<file path="src/rtl/alu_arbiter_pkg.sv">
// ---------------------------------------------------------------------------
// alu_arbiter_pkg
// Shared ALU parameters used by the arbiter, its interface and the testbench:
//   ALUWIDTH  operand/result width
//   OPSIZE    opcode width
//   NUMFLAGS  flag vector width
// The file also holds the opcode encodings and the flag bit positions of the
// shared ALU.
// ---------------------------------------------------------------------------
package alu_arbiter_pkg;

  parameter int ALUWIDTH = 16;
  parameter int OPSIZE   = 4;
  parameter int NUMFLAGS = 4;

  // Opcode encodings understood by the shared ALU
  localparam logic [OPSIZE-1:0] OP_ADD = 4'd0;
  localparam logic [OPSIZE-1:0] OP_SUB = 4'd1;
  localparam logic [OPSIZE-1:0] OP_AND = 4'd2;
  localparam logic [OPSIZE-1:0] OP_OR  = 4'd3;
  localparam logic [OPSIZE-1:0] OP_LS  = 4'd4;
  localparam logic [OPSIZE-1:0] OP_RS  = 4'd5;

  // Bit positions inside the ALU flag vector
  localparam int FLAG_C = 0;  // carry out (ADD) / borrow (SUB)
  localparam int FLAG_Z = 1;  // result is zero
  localparam int FLAG_N = 2;  // result MSB
  localparam int FLAG_V = 3;  // signed overflow

endpackage

</file>
<file path="src/rtl/alu_arbiter_if.sv">
// ---------------------------------------------------------------------------
// alu_arbiter_if
// Requester and response handshake bundle of the ALU arbiter.
//   req0_* / req1_*  : valid/ready request channels carrying opcode+operands
//   rsp_*            : valid/ready response channel carrying id, result, flags
// Modports:
//   slave  - the arbiter side (consumes requests, produces the response)
//   master - the environment side (produces requests, consumes the response)
// ---------------------------------------------------------------------------
interface alu_arbiter_if;
  import alu_arbiter_pkg::*;

  logic                req0_valid;
  logic                req0_ready;
  logic [OPSIZE-1:0]   req0_opcode;
  logic [ALUWIDTH-1:0] req0_in1;
  logic [ALUWIDTH-1:0] req0_in2;

  logic                req1_valid;
  logic                req1_ready;
  logic [OPSIZE-1:0]   req1_opcode;
  logic [ALUWIDTH-1:0] req1_in1;
  logic [ALUWIDTH-1:0] req1_in2;

  logic                rsp_valid;
  logic                rsp_ready;
  logic                rsp_id;
  logic [ALUWIDTH-1:0] rsp_out;
  logic [NUMFLAGS-1:0] rsp_flags;

  modport slave (
    input  req0_valid, req0_opcode, req0_in1, req0_in2,
    output req0_ready,
    input  req1_valid, req1_opcode, req1_in1, req1_in2,
    output req1_ready,
    output rsp_valid, rsp_id, rsp_out, rsp_flags,
    input  rsp_ready
  );

  modport master (
    output req0_valid, req0_opcode, req0_in1, req0_in2,
    input  req0_ready,
    output req1_valid, req1_opcode, req1_in1, req1_in2,
    input  req1_ready,
    input  rsp_valid, rsp_id, rsp_out, rsp_flags,
    output rsp_ready
  );

endinterface

</file>
<file path="src/rtl/alu_arbiter.sv">
// ---------------------------------------------------------------------------
// alu_arbiter
// Shares one combinational ALU between two requesters. One operation is in
// flight at a time: IDLE accepts a request, EXEC drives the ALU and captures
// its result, RESP holds the result until the consumer takes it.
//
// Ports:
//   clk         rising-edge clock
//   rst_n       synchronous active-low reset
//   bus         alu_arbiter_if.slave: two request channels + response channel
//   alu_opcode  opcode to the shared ALU (registered)
//   alu_in1/2   operands to the shared ALU (registered)
//   alu_out     ALU result (combinational from the ALU)
//   alu_flags   ALU flags  (combinational from the ALU)
//   busy        high whenever the arbiter is not in IDLE
//
// Build option:
//   ALU_ARB_FIXED_PRIO_EN  requester 0 always wins contention; the round-robin
//                          last_grant register is removed.
// ---------------------------------------------------------------------------
module alu_arbiter
  import alu_arbiter_pkg::*;
(
  input  logic                clk,
  input  logic                rst_n,
  alu_arbiter_if.slave        bus,
  output logic [OPSIZE-1:0]   alu_opcode,
  output logic [ALUWIDTH-1:0] alu_in1,
  output logic [ALUWIDTH-1:0] alu_in2,
  input  logic [ALUWIDTH-1:0] alu_out,
  input  logic [NUMFLAGS-1:0] alu_flags,
  output logic                busy
);

  typedef enum logic [1:0] {
    IDLE = 2'd0,
    EXEC = 2'd1,
    RESP = 2'd2
  } state_t;

  state_t state_q, state_d;

  logic [OPSIZE-1:0]   op_q,  op_d;
  logic [ALUWIDTH-1:0] in1_q, in1_d;
  logic [ALUWIDTH-1:0] in2_q, in2_d;
  logic                id_q,  id_d;

  logic                rsp_valid_q, rsp_valid_d;
  logic                rsp_id_q,    rsp_id_d;
  logic [ALUWIDTH-1:0] rsp_out_q,   rsp_out_d;
  logic [NUMFLAGS-1:0] rsp_flags_q, rsp_flags_d;
  logic                busy_q,      busy_d;

`ifndef ALU_ARB_FIXED_PRIO_EN
  logic                last_grant_q, last_grant_d;
`endif

  logic grant_id_s;
  logic accept_s;

  // Arbitration: pick the winner among the valid requesters
  always_comb begin
    grant_id_s = 1'b0;
`ifdef ALU_ARB_FIXED_PRIO_EN
    if (bus.req0_valid) begin
      grant_id_s = 1'b0;
    end else begin
      grant_id_s = 1'b1;
    end
`else
    // On contention the requester that did not win last time goes first
    if (bus.req0_valid && bus.req1_valid) begin
      grant_id_s = ~last_grant_q;
    end else if (bus.req1_valid) begin
      grant_id_s = 1'b1;
    end else begin
      grant_id_s = 1'b0;
    end
`endif
    // rst_n gates the accept so no ready escapes during a reset cycle
    accept_s = rst_n && (state_q == IDLE) && (bus.req0_valid || bus.req1_valid);
  end

  assign bus.req0_ready = accept_s && (grant_id_s == 1'b0);
  assign bus.req1_ready = accept_s && (grant_id_s == 1'b1);

  // Next-state and register-input logic
  always_comb begin
    state_d     = state_q;
    op_d        = op_q;
    in1_d       = in1_q;
    in2_d       = in2_q;
    id_d        = id_q;
    rsp_valid_d = rsp_valid_q;
    rsp_id_d    = rsp_id_q;
    rsp_out_d   = rsp_out_q;
    rsp_flags_d = rsp_flags_q;
`ifndef ALU_ARB_FIXED_PRIO_EN
    last_grant_d = last_grant_q;
`endif
    case (state_q)
      IDLE: begin
        if (accept_s) begin
          state_d = EXEC;
          id_d    = grant_id_s;
`ifndef ALU_ARB_FIXED_PRIO_EN
          last_grant_d = grant_id_s;
`endif
          if (grant_id_s) begin
            op_d  = bus.req1_opcode;
            in1_d = bus.req1_in1;
            in2_d = bus.req1_in2;
          end else begin
            op_d  = bus.req0_opcode;
            in1_d = bus.req0_in1;
            in2_d = bus.req0_in2;
          end
        end else begin
          state_d = IDLE;
        end
      end
      EXEC: begin
        // ALU sees op_q/in*_q this cycle; its combinational result is captured
        state_d     = RESP;
        rsp_valid_d = 1'b1;
        rsp_id_d    = id_q;
        rsp_out_d   = alu_out;
        rsp_flags_d = alu_flags;
      end
      RESP: begin
        if (bus.rsp_ready) begin
          state_d     = IDLE;
          rsp_valid_d = 1'b0;
        end else begin
          state_d     = RESP;
        end
      end
      default: begin
        state_d     = IDLE;
        rsp_valid_d = 1'b0;
      end
    endcase
    busy_d = (state_d != IDLE);
  end

  // State and datapath registers with synchronous active-low reset
  always_ff @(posedge clk) begin
    if (!rst_n) begin
      state_q     <= IDLE;
      op_q        <= '0;
      in1_q       <= '0;
      in2_q       <= '0;
      id_q        <= 1'b0;
      rsp_valid_q <= 1'b0;
      rsp_id_q    <= 1'b0;
      rsp_out_q   <= '0;
      rsp_flags_q <= '0;
      busy_q      <= 1'b0;
`ifndef ALU_ARB_FIXED_PRIO_EN
      last_grant_q <= 1'b1;
`endif
    end else begin
      state_q     <= state_d;
      op_q        <= op_d;
      in1_q       <= in1_d;
      in2_q       <= in2_d;
      id_q        <= id_d;
      rsp_valid_q <= rsp_valid_d;
      rsp_id_q    <= rsp_id_d;
      rsp_out_q   <= rsp_out_d;
      rsp_flags_q <= rsp_flags_d;
      busy_q      <= busy_d;
`ifndef ALU_ARB_FIXED_PRIO_EN
      last_grant_q <= last_grant_d;
`endif
    end
  end

  // ALU inputs come straight from registers so they never follow requester pins
  assign alu_opcode    = op_q;
  assign alu_in1       = in1_q;
  assign alu_in2       = in2_q;
  assign bus.rsp_valid = rsp_valid_q;
  assign bus.rsp_id    = rsp_id_q;
  assign bus.rsp_out   = rsp_out_q;
  assign bus.rsp_flags = rsp_flags_q;
  assign busy          = busy_q;

endmodule

</file>
<file path="src/flat_wrapper.sv">
// flat-port wrapper written by rule: the top's interface ports become plain ports
module alu_arbiter_flat import alu_arbiter_pkg::*;
  (clk, rst_n, alu_opcode, alu_in1, alu_in2, alu_out, alu_flags, busy, bus_req0_valid, bus_req0_opcode, bus_req0_in1, bus_req0_in2, bus_req0_ready, bus_req1_valid, bus_req1_opcode, bus_req1_in1, bus_req1_in2, bus_req1_ready, bus_rsp_valid, bus_rsp_id, bus_rsp_out, bus_rsp_flags, bus_rsp_ready);
  alu_arbiter_if bus_i ();
  input  logic clk;
  input  logic rst_n;
  output logic [OPSIZE-1:0] alu_opcode;
  output logic [ALUWIDTH-1:0] alu_in1;
  output logic [ALUWIDTH-1:0] alu_in2;
  input  logic [ALUWIDTH-1:0] alu_out;
  input  logic [NUMFLAGS-1:0] alu_flags;
  output logic busy;
  input wire logic [$bits(bus_i.req0_valid)-1:0] bus_req0_valid;
  input wire logic [$bits(bus_i.req0_opcode)-1:0] bus_req0_opcode;
  input wire logic [$bits(bus_i.req0_in1)-1:0] bus_req0_in1;
  input wire logic [$bits(bus_i.req0_in2)-1:0] bus_req0_in2;
  output wire logic [$bits(bus_i.req0_ready)-1:0] bus_req0_ready;
  input wire logic [$bits(bus_i.req1_valid)-1:0] bus_req1_valid;
  input wire logic [$bits(bus_i.req1_opcode)-1:0] bus_req1_opcode;
  input wire logic [$bits(bus_i.req1_in1)-1:0] bus_req1_in1;
  input wire logic [$bits(bus_i.req1_in2)-1:0] bus_req1_in2;
  output wire logic [$bits(bus_i.req1_ready)-1:0] bus_req1_ready;
  output wire logic [$bits(bus_i.rsp_valid)-1:0] bus_rsp_valid;
  output wire logic [$bits(bus_i.rsp_id)-1:0] bus_rsp_id;
  output wire logic [$bits(bus_i.rsp_out)-1:0] bus_rsp_out;
  output wire logic [$bits(bus_i.rsp_flags)-1:0] bus_rsp_flags;
  input wire logic [$bits(bus_i.rsp_ready)-1:0] bus_rsp_ready;
  assign bus_i.req0_valid = bus_req0_valid;
  assign bus_i.req0_opcode = bus_req0_opcode;
  assign bus_i.req0_in1 = bus_req0_in1;
  assign bus_i.req0_in2 = bus_req0_in2;
  assign bus_req0_ready = bus_i.req0_ready;
  assign bus_i.req1_valid = bus_req1_valid;
  assign bus_i.req1_opcode = bus_req1_opcode;
  assign bus_i.req1_in1 = bus_req1_in1;
  assign bus_i.req1_in2 = bus_req1_in2;
  assign bus_req1_ready = bus_i.req1_ready;
  assign bus_rsp_valid = bus_i.rsp_valid;
  assign bus_rsp_id = bus_i.rsp_id;
  assign bus_rsp_out = bus_i.rsp_out;
  assign bus_rsp_flags = bus_i.rsp_flags;
  assign bus_i.rsp_ready = bus_rsp_ready;
  alu_arbiter u_core (.clk(clk), .rst_n(rst_n), .bus(bus_i), .alu_opcode(alu_opcode), .alu_in1(alu_in1), .alu_in2(alu_in2), .alu_out(alu_out), .alu_flags(alu_flags), .busy(busy));
endmodule
</file>
<file path="config.mk">
export PLATFORM = sky130hd
export DESIGN_NAME = alu_arbiter_flat
export DESIGN_NICKNAME = d
export VERILOG_FILES = /design/src/rtl/alu_arbiter_pkg.sv /design/src/rtl/alu_arbiter_if.sv /design/src/rtl/alu_arbiter.sv /design/src/flat_wrapper.sv
export SDC_FILE = /design/constraint.sdc
export NUM_CORES = 1
export LEC_CHECK = 0
export CORE_MARGIN = 2
export CORE_UTILIZATION = 40
export CTS_CLUSTER_DIAMETER = 60
export DETAILED_ROUTE_END_ITERATION = 10
export PLACE_DENSITY = 0.89
export SLEW_MARGIN = 20
export SYNTH_ARGS = -nofsm -noshare
export SYNTH_HDL_FRONTEND = slang
export SYNTH_SLANG_ARGS = --single-unit
export TNS_END_PERCENT = 1
</file>
<file path="constraint.sdc">
create_clock -name clk -period 1.3 [get_ports clk]
set_input_delay 0.195 -clock clk [delete_from_list [all_inputs] [get_ports clk]]
set_output_delay 0.195 -clock clk [all_outputs]
set_load 0.005 [all_outputs]
</file>
==> flow_metrics.env <==
export IMPL_min_delay_start="rst_n"
export IMPL_finalSetupViolCount=38
export IMPL_cts_root_buf="clkbuf_8"
export IMPL_place_area_um2=4701
export IMPL_hpwl_mm=6.738
export IMPL_routed_via_density=5.067
export IMPL_synth_area_leader_cell="dfxtp_1"
export IMPL_met2_usage=0.4049
export IMPL_drtPass1Iterations=4
export IMPL_finalWirelength_mm=9.392
export IMPL_syn_area_um2=3033
export IMPL_ys_types=29
export IMPL_dieArea_um2=8295
export IMPL_portBuffers=157
export IMPL_clk_path_buf_depth=2
export IMPL_grt_pass1_vias=3136
export IMPL_top_usage_layer="met2"
export IMPL_cts_sinks=63
export IMPL_arrival_ns=1.25
export IMPL_core_area_um2=7292
export IMPL_p_per_area_nw_per_um2=1054
export IMPL_synthMuxAreaShare=0
export IMPL_synth_compound_area_frac=0.3123
export IMPL_drt_iter0_markers=152
export IMPL_die_y_um=91.08
export IMPL_io_pins=158
export IMPL_irDropWorstVdd_mv=0.7685
export IMPL_track_usage=0.2258
export IMPL_final_nets=589
export IMPL_hp_class="input port to register"
export IMPL_min_path_cells=3
export IMPL_grt_max_degree=29
export IMPL_overflow=0
export IMPL_crit_start="u_core.last_grant_q$_SDFFE_PN1P_"
export IMPL_failed_checks="setup timing"
export IMPL_h_tree_depth=3
export IMPL_grt_setup_unrepaired="yes"
export IMPL_final_common_cell="nand2_1"
export IMPL_synth_area_top_cells="dfxtp_1, a311oi_2, nand2_1"
export IMPL_use_met3=0.05975
export IMPL_synth_xor_area_frac=0
export IMPL_post_route_min_period_ns=1.444
export IMPL_post_drt_wl_per_cell_um=15.76
export IMPL_clk_pin_slew_ns=0.08
export IMPL_hold_viol=0
export IMPL_synth_top_family_by_area="compound AO/OA/AOI/OAI gates"
export IMPL_synthCells=323
export IMPL_cts_tree="built"
export IMPL_clk_latency_ns=0.33
export IMPL_final_area_um2=5007
export IMPL_die_w_um=91.08
export IMPL_ys_ff_latch=63
export IMPL_ant_nets=0
export IMPL_worstSetupPathType="register to output pin"
export IMPL_cp_max_fo=3
export IMPL_vias=3020
export IMPL_finalCritPeriodShare=1.111
export IMPL_grt_first_pass_wirelength_mm=15.15
export IMPL_relSlewSlack=0.7473
export IMPL_synth_top_area_frac=0.4158
export IMPL_drc=0
export IMPL_fin_skew_ns=0.006671
export IMPL_syn_nets=420
export IMPL_drv_cap=0
export IMPL_fmax_ghz=0.6923
export IMPL_avgSynthCellArea_um2=9.390
export IMPL_synth_fa_ha_area_frac=0
export IMPL_reg2regPathDepth=6
export IMPL_worstPathRequired_ns=1.11
export IMPL_hold_buffers=0
export IMPL_use_met1=0.2656
export IMPL_place_congestion=0.8233
export IMPL_yosysWarnings=0
export IMPL_antenna_found_initial=0
export IMPL_row_count=31
export IMPL_drive_gt1_frac=0.3018
export IMPL_r2r_start="u_core.last_grant_q$_SDFFE_PN1P_"
export IMPL_status="finished, violations left"
export IMPL_crit_path_end_kind="output pin"
export IMPL_cts_buffers=9
export IMPL_layout_common_cells="nand2_1, clkdlybuf4s50_1, dlygate4sd2_1"
export IMPL_worstSetupStartpointType="register"
export IMPL_leakage_nw=2.078
export IMPL_slew_viol_final=0
export IMPL_area_growth_synth_to_final_pct=65.10
export IMPL_start_util=0.4159
export IMPL_n_antenna_cell=0
export IMPL_ys_seq_area_frac=0.4158
export IMPL_tightest_slew_ns=0.3791
export IMPL_layout_setup_ws_ns=-0.1445
export IMPL_yosys_area_share_simple=0.1663
export IMPL_fin_util=0.6867
[area by class of cell]
type / count / area, um2
clock buffer: 9 / 123.9
clock inverter: 7 / 57.56
fill: 604 / 2285
inverter: 3 / 13.76
multi-input combinational: 227 / 1505
sequential: 63 / 1299
tap: 99 / 123.9
timing repair buffer: 188 / 1884
[Yosys cell counts]
cell type / instances
clkbuf_8: 7
a311oi_1: 7
buf_2: 2
a21boi_2: 1
dfxtp_1: 63
or3b_2: 1
o21ai_0: 3
clkbuf_1: 7
a311oi_2: 29
buf_1: 1
a21bo_2: 1
nor2_1: 2
o211a_1: 1
buf_8: 3
buf_12: 3
buf_6: 4
a21oi_1: 30
nand2_1: 115
nand3_1: 2
inv_1: 2
nand2b_1: 1
nor2b_1: 1
nor3b_2: 1
inv_2: 1
clkbuf_4: 1
or2_1: 2
a21oi_2: 29
or3b_1: 1
buf_4: 2
[metrics by stage]
step	total power [mW]	std cells	TNS (ns)	setup slack [ns]	hold slack, ns
after detailed placement	3.738	573	-20.32	-0.6390	0.4415
final	5.280	596	-3.783	-0.1445	0.3305
after floorplan	2.979	323	0	0.05088	0.2668
after CTS	5.295	595	-4.263	-0.1543	0.3172
after global placement	3.690	573	-17.64	-0.6038	0.4360
after global routing	5.535	596	-6.600	-0.2118	0.3527
[flip-flops by register name, indices dropped and copies added, names as in the netlist]
| name | flops |
|---|---|
| u_core.alu_in1 | 16 |
| u_core.alu_in2 | 16 |
| u_core.alu_opcode | 4 |
| u_core.bus.rsp_flags | 4 |
| u_core.bus.rsp_id | 1 |
| u_core.bus.rsp_out | 16 |
| u_core.bus.rsp_valid | 1 |
| u_core.busy | 1 |
| u_core.id_q | 1 |
| u_core.last_grant_q | 1 |
| u_core.state_q | 2 |
[power breakdown]
part           leakage, nW  internal (mW)  switching (mW)
Sequential           0.528           2.12          0.0977
Clock               0.0877          0.714           0.856
Combinational         1.46          0.841           0.655
Total                 2.08           3.67            1.61
[layer usage]
metal	vias to the layer above	part of all wire
li1	1466	-
met1	1433	0.40
met2	111	0.52
met3	10	0.066
met4	0	0.012
met5	-	0
[path summary, 6_finish.rpt]
check | slack [ns] | endpoint
max reg2reg | -0.14 | u_core.alu_in1[8]$_SDFFE_PN0P_
min reg2reg | 0.45 | u_core.bus.rsp_flags[0]$_SDFFE_PN0P_
max | -0.14 | bus_req0_ready
min | 0.33 | u_core.last_grant_q$_SDFFE_PN1P_
[critical path, cell delays in order, from the launching register on]
cell	delay, ns
dfxtp_2	0.34
a21boi_4	0.16
buf_4	0.14
buf_4	0.13
nor2_4	0.04
buf_2	0.12
[cell families (layout without fill, tap and decap cells)]
logic type,Yosys count,count (layout)
and+or+nand+nor,126,126
DFF,63,63
AOI/OAI and AO/OA,101,101
buffers and inverters,33,207
[repair_timing]
| action | 4_1_cts | 5_1_grt |
|---|---|---|
| resized for setup | 119 | 6 |
| setup buffers | 5 | 0 |
| pin swaps | 6 | 6 |
| endpoints found under the setup margin | 95 | 41 |
| cloned | 1 | 1 |
No activity file was read; power rests on OpenSTA's default activity.
